<file path="src/rtl/legv8_inst_encoder.sv">
// LEGv8 instruction encoder and sequential program loader.
// Packs symbolic instructions into machine words and writes them to imem.
module legv8_inst_encoder #(
   parameter int                ADDR_W    = 32,
   parameter logic [ADDR_W-1:0] BASE_ADDR = '0,
   parameter int                DEPTH     = 256,
   localparam int               CW        = $clog2(DEPTH+1)
) (
   input  logic              clk,
   input  logic              rst,
   input  logic              restart,
   input  logic              in_valid,
   output logic              in_ready,
   input  logic [3:0]        op,
   input  logic [4:0]        rd,
   input  logic [4:0]        rn,
   input  logic [4:0]        rm,
   input  logic [25:0]       imm,
   output logic              mem_we,
   output logic [ADDR_W-1:0] mem_addr,
   output logic [31:0]       mem_wdata,
   output logic              err_valid,
   output logic [1:0]        err_code,
   output logic              done,
   output logic [CW-1:0]     word_count
);

   localparam logic [1:0] S_IDLE  = 2'd0;
   localparam logic [1:0] S_WRITE = 2'd1;
   localparam logic [1:0] S_DONE  = 2'd2;

   localparam logic [3:0] OP_LDUR = 4'd0;
   localparam logic [3:0] OP_STUR = 4'd1;
   localparam logic [3:0] OP_ADD  = 4'd2;
   localparam logic [3:0] OP_ADDI = 4'd3;
   localparam logic [3:0] OP_SUB  = 4'd4;
   localparam logic [3:0] OP_AND  = 4'd5;
   localparam logic [3:0] OP_ORR  = 4'd6;
   localparam logic [3:0] OP_CBZ  = 4'd7;
   localparam logic [3:0] OP_CBNZ = 4'd8;
   localparam logic [3:0] OP_B    = 4'd9;
   localparam logic [3:0] OP_HALT = 4'd10;

   localparam logic [1:0] E_NONE  = 2'b00;
   localparam logic [1:0] E_OP    = 2'b01;
   localparam logic [1:0] E_RANGE = 2'b10;
   localparam logic [1:0] E_FULL  = 2'b11;

   localparam logic [CW-1:0] LAST_SLOT = CW'(DEPTH-1);
   localparam logic [CW-1:0] ALL_SLOTS = CW'(DEPTH);

   logic [1:0]  state;
   logic        halt_pend;
   logic        accept;
   logic [31:0] enc_word;
   logic        bad_op;
   logic        bad_range;
   logic        is_halt;
   logic        full;
   logic        d_ok;
   logic        cb_ok;
   logic        addi_ok;
   logic [1:0]  err_sel;

   assign in_ready = (state == S_IDLE) && !restart && !rst;
   assign accept   = in_valid && in_ready;

   // Sign-extension checks: upper bits must all match the field's sign bit
   assign d_ok    = (&imm[25:8])  || !(|imm[25:8]);
   assign cb_ok   = (&imm[25:18]) || !(|imm[25:18]);
   assign addi_ok = !(|imm[25:12]);

   always_comb begin
      enc_word  = '0;
      bad_op    = 1'b0;
      bad_range = 1'b0;
      is_halt   = 1'b0;
      unique case (op)
         OP_LDUR: begin
            enc_word  = {11'b11111000010, imm[8:0], 2'b00, rn, rd};
            bad_range = !d_ok;
         end
         OP_STUR: begin
            enc_word  = {11'b11111000000, imm[8:0], 2'b00, rn, rd};
            bad_range = !d_ok;
         end
         OP_ADD:  enc_word = {11'b10001011000, rm, 6'b000000, rn, rd};
         OP_SUB:  enc_word = {11'b11001011000, rm, 6'b000000, rn, rd};
         OP_AND:  enc_word = {11'b10001010000, rm, 6'b000000, rn, rd};
         OP_ORR:  enc_word = {11'b10101010000, rm, 6'b000000, rn, rd};
         OP_ADDI: begin
            enc_word  = {10'b1001000100, imm[11:0], rn, rd};
            bad_range = !addi_ok;
         end
         OP_CBZ: begin
            enc_word  = {8'b10110100, imm[18:0], rd};
            bad_range = !cb_ok;
         end
         OP_CBNZ: begin
            enc_word  = {8'b10110101, imm[18:0], rd};
            bad_range = !cb_ok;
         end
         OP_B:    enc_word = {6'b000101, imm[25:0]};
         OP_HALT: begin
            enc_word = 32'hFFFF_FFFF;
            is_halt  = 1'b1;
         end
         default: bad_op = 1'b1;
      endcase
   end

   // The final slot is kept free so a HALT can always terminate the program
   assign full = is_halt ? (word_count >= ALL_SLOTS)
                         : (word_count >= LAST_SLOT);

   always_comb begin
      err_sel = E_NONE;
      if (bad_op)
         err_sel = E_OP;
      else if (full)
         err_sel = E_FULL;
      else if (bad_range)
         err_sel = E_RANGE;
   end

   always_ff @(posedge clk) begin
      if (rst) begin
         state      <= S_IDLE;
         halt_pend  <= 1'b0;
         mem_we     <= 1'b0;
         mem_addr   <= BASE_ADDR;
         mem_wdata  <= '0;
         err_valid  <= 1'b0;
         err_code   <= E_NONE;
         done       <= 1'b0;
         word_count <= '0;
      end else begin
         mem_we    <= 1'b0;
         err_valid <= 1'b0;
         unique case (state)
            S_WRITE: begin
               if (restart) begin
                  mem_addr   <= BASE_ADDR;
                  word_count <= '0;
                  err_code   <= E_NONE;
                  done       <= 1'b0;
                  state      <= S_IDLE;
               end else begin
                  mem_addr   <= mem_addr + ADDR_W'(4);
                  word_count <= word_count + CW'(1);
                  done       <= halt_pend;
                  state      <= halt_pend ? S_DONE : S_IDLE;
               end
            end
            S_IDLE, S_DONE: begin
               if (restart) begin
                  mem_addr   <= BASE_ADDR;
                  word_count <= '0;
                  err_code   <= E_NONE;
                  done       <= 1'b0;
                  state      <= S_IDLE;
               end else if (accept) begin
                  if (err_sel != E_NONE) begin
                     err_valid <= 1'b1;
                     err_code  <= err_sel;
                  end else begin
                     mem_we    <= 1'b1;
                     mem_wdata <= enc_word;
                     halt_pend <= is_halt;
                     state     <= S_WRITE;
                  end
               end
            end
            default: state <= S_IDLE;
         endcase
      end
   end

endmodule

</file>
<file path="config.mk">
export PLATFORM = sky130hd
export DESIGN_NAME = legv8_inst_encoder
export DESIGN_NICKNAME = d
export VERILOG_FILES = /design/src/rtl/legv8_inst_encoder.sv
export SDC_FILE = /design/constraint.sdc
export NUM_CORES = 1
export LEC_CHECK = 0
export BUFFER_PORTS_ARGS = -buffer_cell sky130_fd_sc_hd__buf_2
export CAP_MARGIN = 25
export CORE_AREA = 2 2 103 105
export CTS_CLUSTER_DIAMETER = 40
export CTS_CLUSTER_SIZE = 16
export DETAILED_ROUTE_END_ITERATION = 7
export DIE_AREA = 0 0 105 107
export PLACE_DENSITY = 0.82
export SLEW_MARGIN = 20
export SYNTH_ARGS = -nofsm -noshare
export SYNTH_HDL_FRONTEND = slang
export SYNTH_SLANG_ARGS = --single-unit
</file>
<file path="constraint.sdc">
create_clock -name clk -period 2.4 [get_ports clk]
set_input_delay 0.36 -clock clk [delete_from_list [all_inputs] [get_ports clk]]
set_output_delay 0.36 -clock clk [all_outputs]
set_load 0.1 [all_outputs]
</file>
# Word-level counts from Yosys, hierarchy flattened
# Cells that the tools add are included.
# word_totals
regBits,81
in_bits,49
output_inout_bits,79
elab_cells,92
# op_classes
addsub,2
order_cmp,2
n_eq_ne,17
muxes,29
bitwise,4
n_reduce_logical,29
# ops
operator,n
$pmux W32 S11,1
$mux W32,2
$pmux W32 S2,1
$add A32 B3 Y32 const B,1
$mux W2,12
$mux W9,2
$pmux W9 S2,1
$reduce_and A18 Y1,1
$reduce_or A18 Y1,1
$eq A4 B3 Y1 const B,4
$reduce_or A14 Y1,1
$eq A4 B4 Y1 const B,3
$reduce_or A11 Y1,1
$add A9 B1 Y9 const B,1
$ge A9 B8 Y1 const B,1
$ge A9 B9 Y1 const B,1
$ne A3 B3 Y1 const B,3
$eq A4 B2 Y1 const B,2
$pmux W2 S2,2
$reduce_and A4 Y1,2
$reduce_and A8 Y1,1
$reduce_or A8 Y1,1
$logic_not A1 Y1,6
$mux W1,6
15 further kinds,26

# Longest topological paths before layout
# depth
depth_word,13
depth_mapped,11

# Worst setup path before layout
# No wires, ideal clock.
# synth_path
path_type,input -> output
from,input port rst
to,output port in_ready
t_arrival_ns,3.744
required_ns,2.040
slack_ns,-1.704
path_stages,4
path_buffers,3
cell_sequence,clkbuf_1 > clkbuf_1 > buf_1 > nor4_1
# synth_via
elab_chain_cells,2
# synth_rtl
element,line,rtl
"start, declared",10,"input logic rst,"
$logic_not A1 Y1,65,assign in_ready = (state == S_IDLE) && !restart && !rst;
$logic_and A1 B1 Y1,65,
"end, declared",13,"output logic in_ready,"
# Every way passes these cells.

# Final worst setup path
# layout_path
from,register word_count[0]
to,register mem_wdata[26]
# layout_via
elab_chain_cells,7
word_cells_on_any_way,8
cone_classes,order compare (2); mux (3); bitwise (1); reduce/logical (2)
# layout_rtl
element,line,rtl
"start, declared",25,output logic [CW-1:0] word_count
"start signal, assigned",150,word_count <= word_count + CW'(1);
$ge A9 B8 Y1 / $ge A9 B9 Y1 (equally long branches),"114, 113",
$mux W1 (*),113,assign full = is_halt ? (word_count >= ALL_SLOTS)
$mux W2 (*),120,else if (full)
$mux W2 (*),118,if (bad_op)
$reduce_bool A2 Y1 (*),163,if (err_sel != E_NONE) begin
$not A1 Y1 (no source line) (*),--,
$reduce_and A4 Y1 (no source line) (*),--,
"end signal, assigned",168,mem_wdata <= enc_word;
"end, declared",21,"output logic [31:0] mem_wdata,"
# Mark *: on every way between the ends. The rest lies on a longest branch, timed or not.
# A chain may end at the register's enable or synchronous reset.

==> summary.txt <==
Run status
  • Run status: finished, final reports clean

Route
  • Final ANT Viol Nets: 0
  • DRC Markers: 0
  • First-pass iteration count of the detailed router: 8
  • WL final: 14.2 mm
  • Drt initial violations: roughly 360
  • Vias per cell: ~6.1
  • Via count: between 5,000 and 6,000
  • Routed length per instance: about 17 µm

Timing
  • Setup-failing EPs final: 0
  • Final worst slack: about 0.16 ns
  • Final hold vios: 0
  • Achievable Freq: between 0.4 and 0.5 GHz
  • Final Max Tran Viols: 0
  • Worst slew margin: 0.619
  • WHS: 0.351 ns
  • RSZ-0062 raised after global routing: no
  • Minimum clock period: around 2.2 ns
  • Final worst clock skew: between 0.007 and 0.008 ns
  • Slew @ Worst Pin: approximately 0.57 ns
  • Tcrit/Tclk final: 0.933
  • Setup tns final: 0 ns

Synthesis
  • Yosys reg bits: just under 80
  • Main combinational cell family by area after synthesis: compound AO/OA/AOI/OAI gates
  • Synth Area in Simple Gates: 0.244
  • Post-Synth Adder-Cell Area: 0.0105
  • Cells after Synth: 601
  • Synth Warn #: 0
  • Mean Syn Cell Area: 7.91 µm²
  • Number of synthesized flops with an enable pin: 0
  • XOR/XNOR Fraction of Synth Area: 0
  • Sequential share of the synthesized area: 0.333
  • Library cells used by synthesis: 62
  • Synth area leaders: dfxtp_1, nand2_1, a21oi_1
  • Compound-Gate Fraction of Synth Area: 0.269
  • Synth area leader: dfxtp_1
  • Post-synth top area share: 0.333
  • Multiplexer share of the synthesized area: 0.0819
  • Mapped Area: 0.00475 mm²
  • Dominant synthesized flop cell: dfxtp_1
  • Fraction of registers with async set/reset: 0

Pwr
  • Worst-case vdd ir drop: approximately 430 µV
  • Leak pwr: 2.49 nW
  • Tot Pwr: between 0.002 and 0.003 W
  • Pwr Density: a little under 500 mW/mm²

Critical path
  • Critical Path RT: 2.65 ns
  • Crit. End Element: flop
  • Startpoint Class: flop
  • CP bufs+invs: 2
  • Critical path class: reg -> reg
  • FF-to-FF path depth: 11
  • CP max stage cell: a2111o_2
  • Worst-path maximum fanout: 18
  • Worst reg2reg endpoint: mem_wdata[26]
  • Reg2reg start: word_count[0]
  • FF-to-FF setup slack: roughly 0.16 ns
  • Crit-path max cell delay: around 0.40 ns
  • CP Cell Sequence: ha_1 > nand2_1 > nor3_1 > ha_1 > nor2_1 > a22o_1 > nand2_1 > a2111o_2 > buf_12 > buf_12 > mux2i_1
  • Largest delay contributor family on the critical path: compound AO/OA/AOI/OAI gates
  • CP arrival: about 2.5 ns

Finish
  • Layout filler cell count: 928
  • Area of the multi-input gates: 0.00292 mm²
  • Diode count: 0
  • Design area: 0.00583 mm²
  • Share of cells above drive strength 1: 0.300
  • # nets final: ~770
  • Register Area: approximately 0.0016 mm²
  • Layout area overhead: 22.6%

Worst hold path
  • WHS Endpoint: err_valid
  • Hold Path Class: in -> reg
  • Hold Path Stages: 3
  • Start point of the worst hold path: rst

Place
  • DPL Wire Length: just over 10 mm
  • GP Congestion: roughly 1.0
  • Buffers on Ports: 125
  • Dpl ws: approximately 0.031 ns
  • Cell Area, Placed: 0.00563 mm²

Floorplan
  • Die W: roughly 110 µm
  • Die Height: about 110 µm
  • Starting density of the core: 0.471
  • Core ar.: between 0.01 and 0.015 mm²
  • Total die area: 0.0112 mm²
  • IO Pins: around 130
  • Cell row count: 37

CTS
  • Clk Latency, worst-skew pair: roughly 0.38 ns
  • Clock-pin slew on the worst setup and hold paths: 0.08 ns
  • TritonCTS clock tree: built
  • Worst-case clock buffer depth: 2
  • Post_cts resized: 0
  • CTS buffer count: 9
  • CTS Sinks: 79
  • Post-CTS setup buffers: 0
  • Clk root buf: clkbuf_8
  • CTS Hold Bufs: 0
  • CTS H-tree lvls: 3

Global routing
  • Pin count of the biggest net entering global routing: 50
  • Initial antenna violation count: 0
  • GRT overflow: 0
  • Vias in the first global route: ~4,600
  • First-pass GRT wire length: around 23 mm
  • Total GRT Usage: 0.252

Run
  • Max-cap viol count: 0
## tightest hold or removal path: stages
cell and delay [ns]:
buf_2 0.08, or3_1 0.17, nor2_1 0.07
## registers in the layout, indices dropped and copies added, names as in the netlist, 2 cells and up
register and count:
mem_wdata 32, mem_addr 30, word_count 9, err_code 2, state 2
## cell families after synthesis
logic type / after synthesis
DFF: 79
AOI/OAI and AO/OA: 190
and+or+nand+nor: 230
muxes: 33
buffers and inverters: 64
other: 1
adders and majority gates: 4
## synth_stat cells (3+ instances only)
master / n
dfxtp_1: 79
nand2_1: 79
a21oi_1: 54
clkbuf_1: 37
nor2_1: 36
o21ai_0: 34
mux2i_1: 19
nand3_1: 19
a31oi_1: 18
nor2b_1: 18
a311oi_1: 14
nand2b_1: 12
nand4_1: 12
inv_1: 11
mux2_4: 11
nor3_1: 10
a22oi_1: 8
a221o_1: 7
and3_1: 7
nor4_1: 7
a211oi_1: 6
a2bb2oi_1: 6
buf_1: 6
o2bb2ai_1: 6
a222oi_1: 5
and2_1: 5
or3_1: 5
a41oi_1: 4
and4_1: 4
buf_2: 4
ha_1: 4
o31ai_1: 4
a221oi_1: 3
a22o_1: 3
a32oi_1: 3
buf_4: 3
mux2_2: 3
nand3b_1: 3
o22ai_1: 3
## worst max-delay path by stage
| stage | from | end | slack, ns | cells after the start |
|---|---|---|---|---|
| after floorplan | mem_addr[18] | mem_addr[27] | 0.002 | 6 |
| after global placement | imm[24] | mem_wdata[20] | 0.08 | 7 |
| after detailed placement | imm[24] | mem_wdata[26] | 0.03 | 8 |
| after CTS | word_count[0] | mem_wdata[26] | 0.16 | 11 |
| after global routing | word_count[0] | mem_wdata[5] | 0.03 | 11 |
| final | word_count[0] | mem_wdata[26] | 0.16 | 11 |
## stage by stage
stage                     std cells  utilization
after floorplan                 602            -
after global placement          841        0.558
after CTS                       857        0.577
after detailed placement        841        0.558
final                           857        0.577
after global routing            857        0.577
## cell type report
cell class / instances / area share
Clock buffer: 13 / 0.0292
Clock inverter: 3 / 0.00408
Inverter: 11 / 0.00709
Multi-Input combinational cell: 459 / 0.501
Sequential cell: 79 / 0.278
Tap cell: 136 / 0.0292
Timing Repair Buffer: 156 / 0.152
## cells in the final DEF, fill, tap and decap left out, types with 11 or more instances in the layout
cell	instances
mux2_4	11
nand2b_1	12
a311oi_1	14
dfxtp_2	22
buf_4	29
nor2_1	36
a31oi_1	18
buf_2	125
nand3_1	19
nor2b_1	18
nand4_1	12
dfxtp_1	54
mux2i_1	19
nand2_1	79
a21oi_1	54
o21ai_0	34
inv_1	11
## routing by layer
layer | GRT usage | share of wire
met1 | 0.312 | 0.40
met2 | 0.406 | 0.47
met3 | 0.0766 | 0.10
met4 | 0.106 | 0.027
met5 | 0 | 0
## report_power, final
part | leakage, nW | internal [W] | switching (W)
clock | 0.0914 | 0.000472 | 0.000519
sequential | 0.651 | 0.00132 | 0.00000740
combinational | 1.74 | 0.000157 | 0.000342
(Power assumes the default switching activity.)
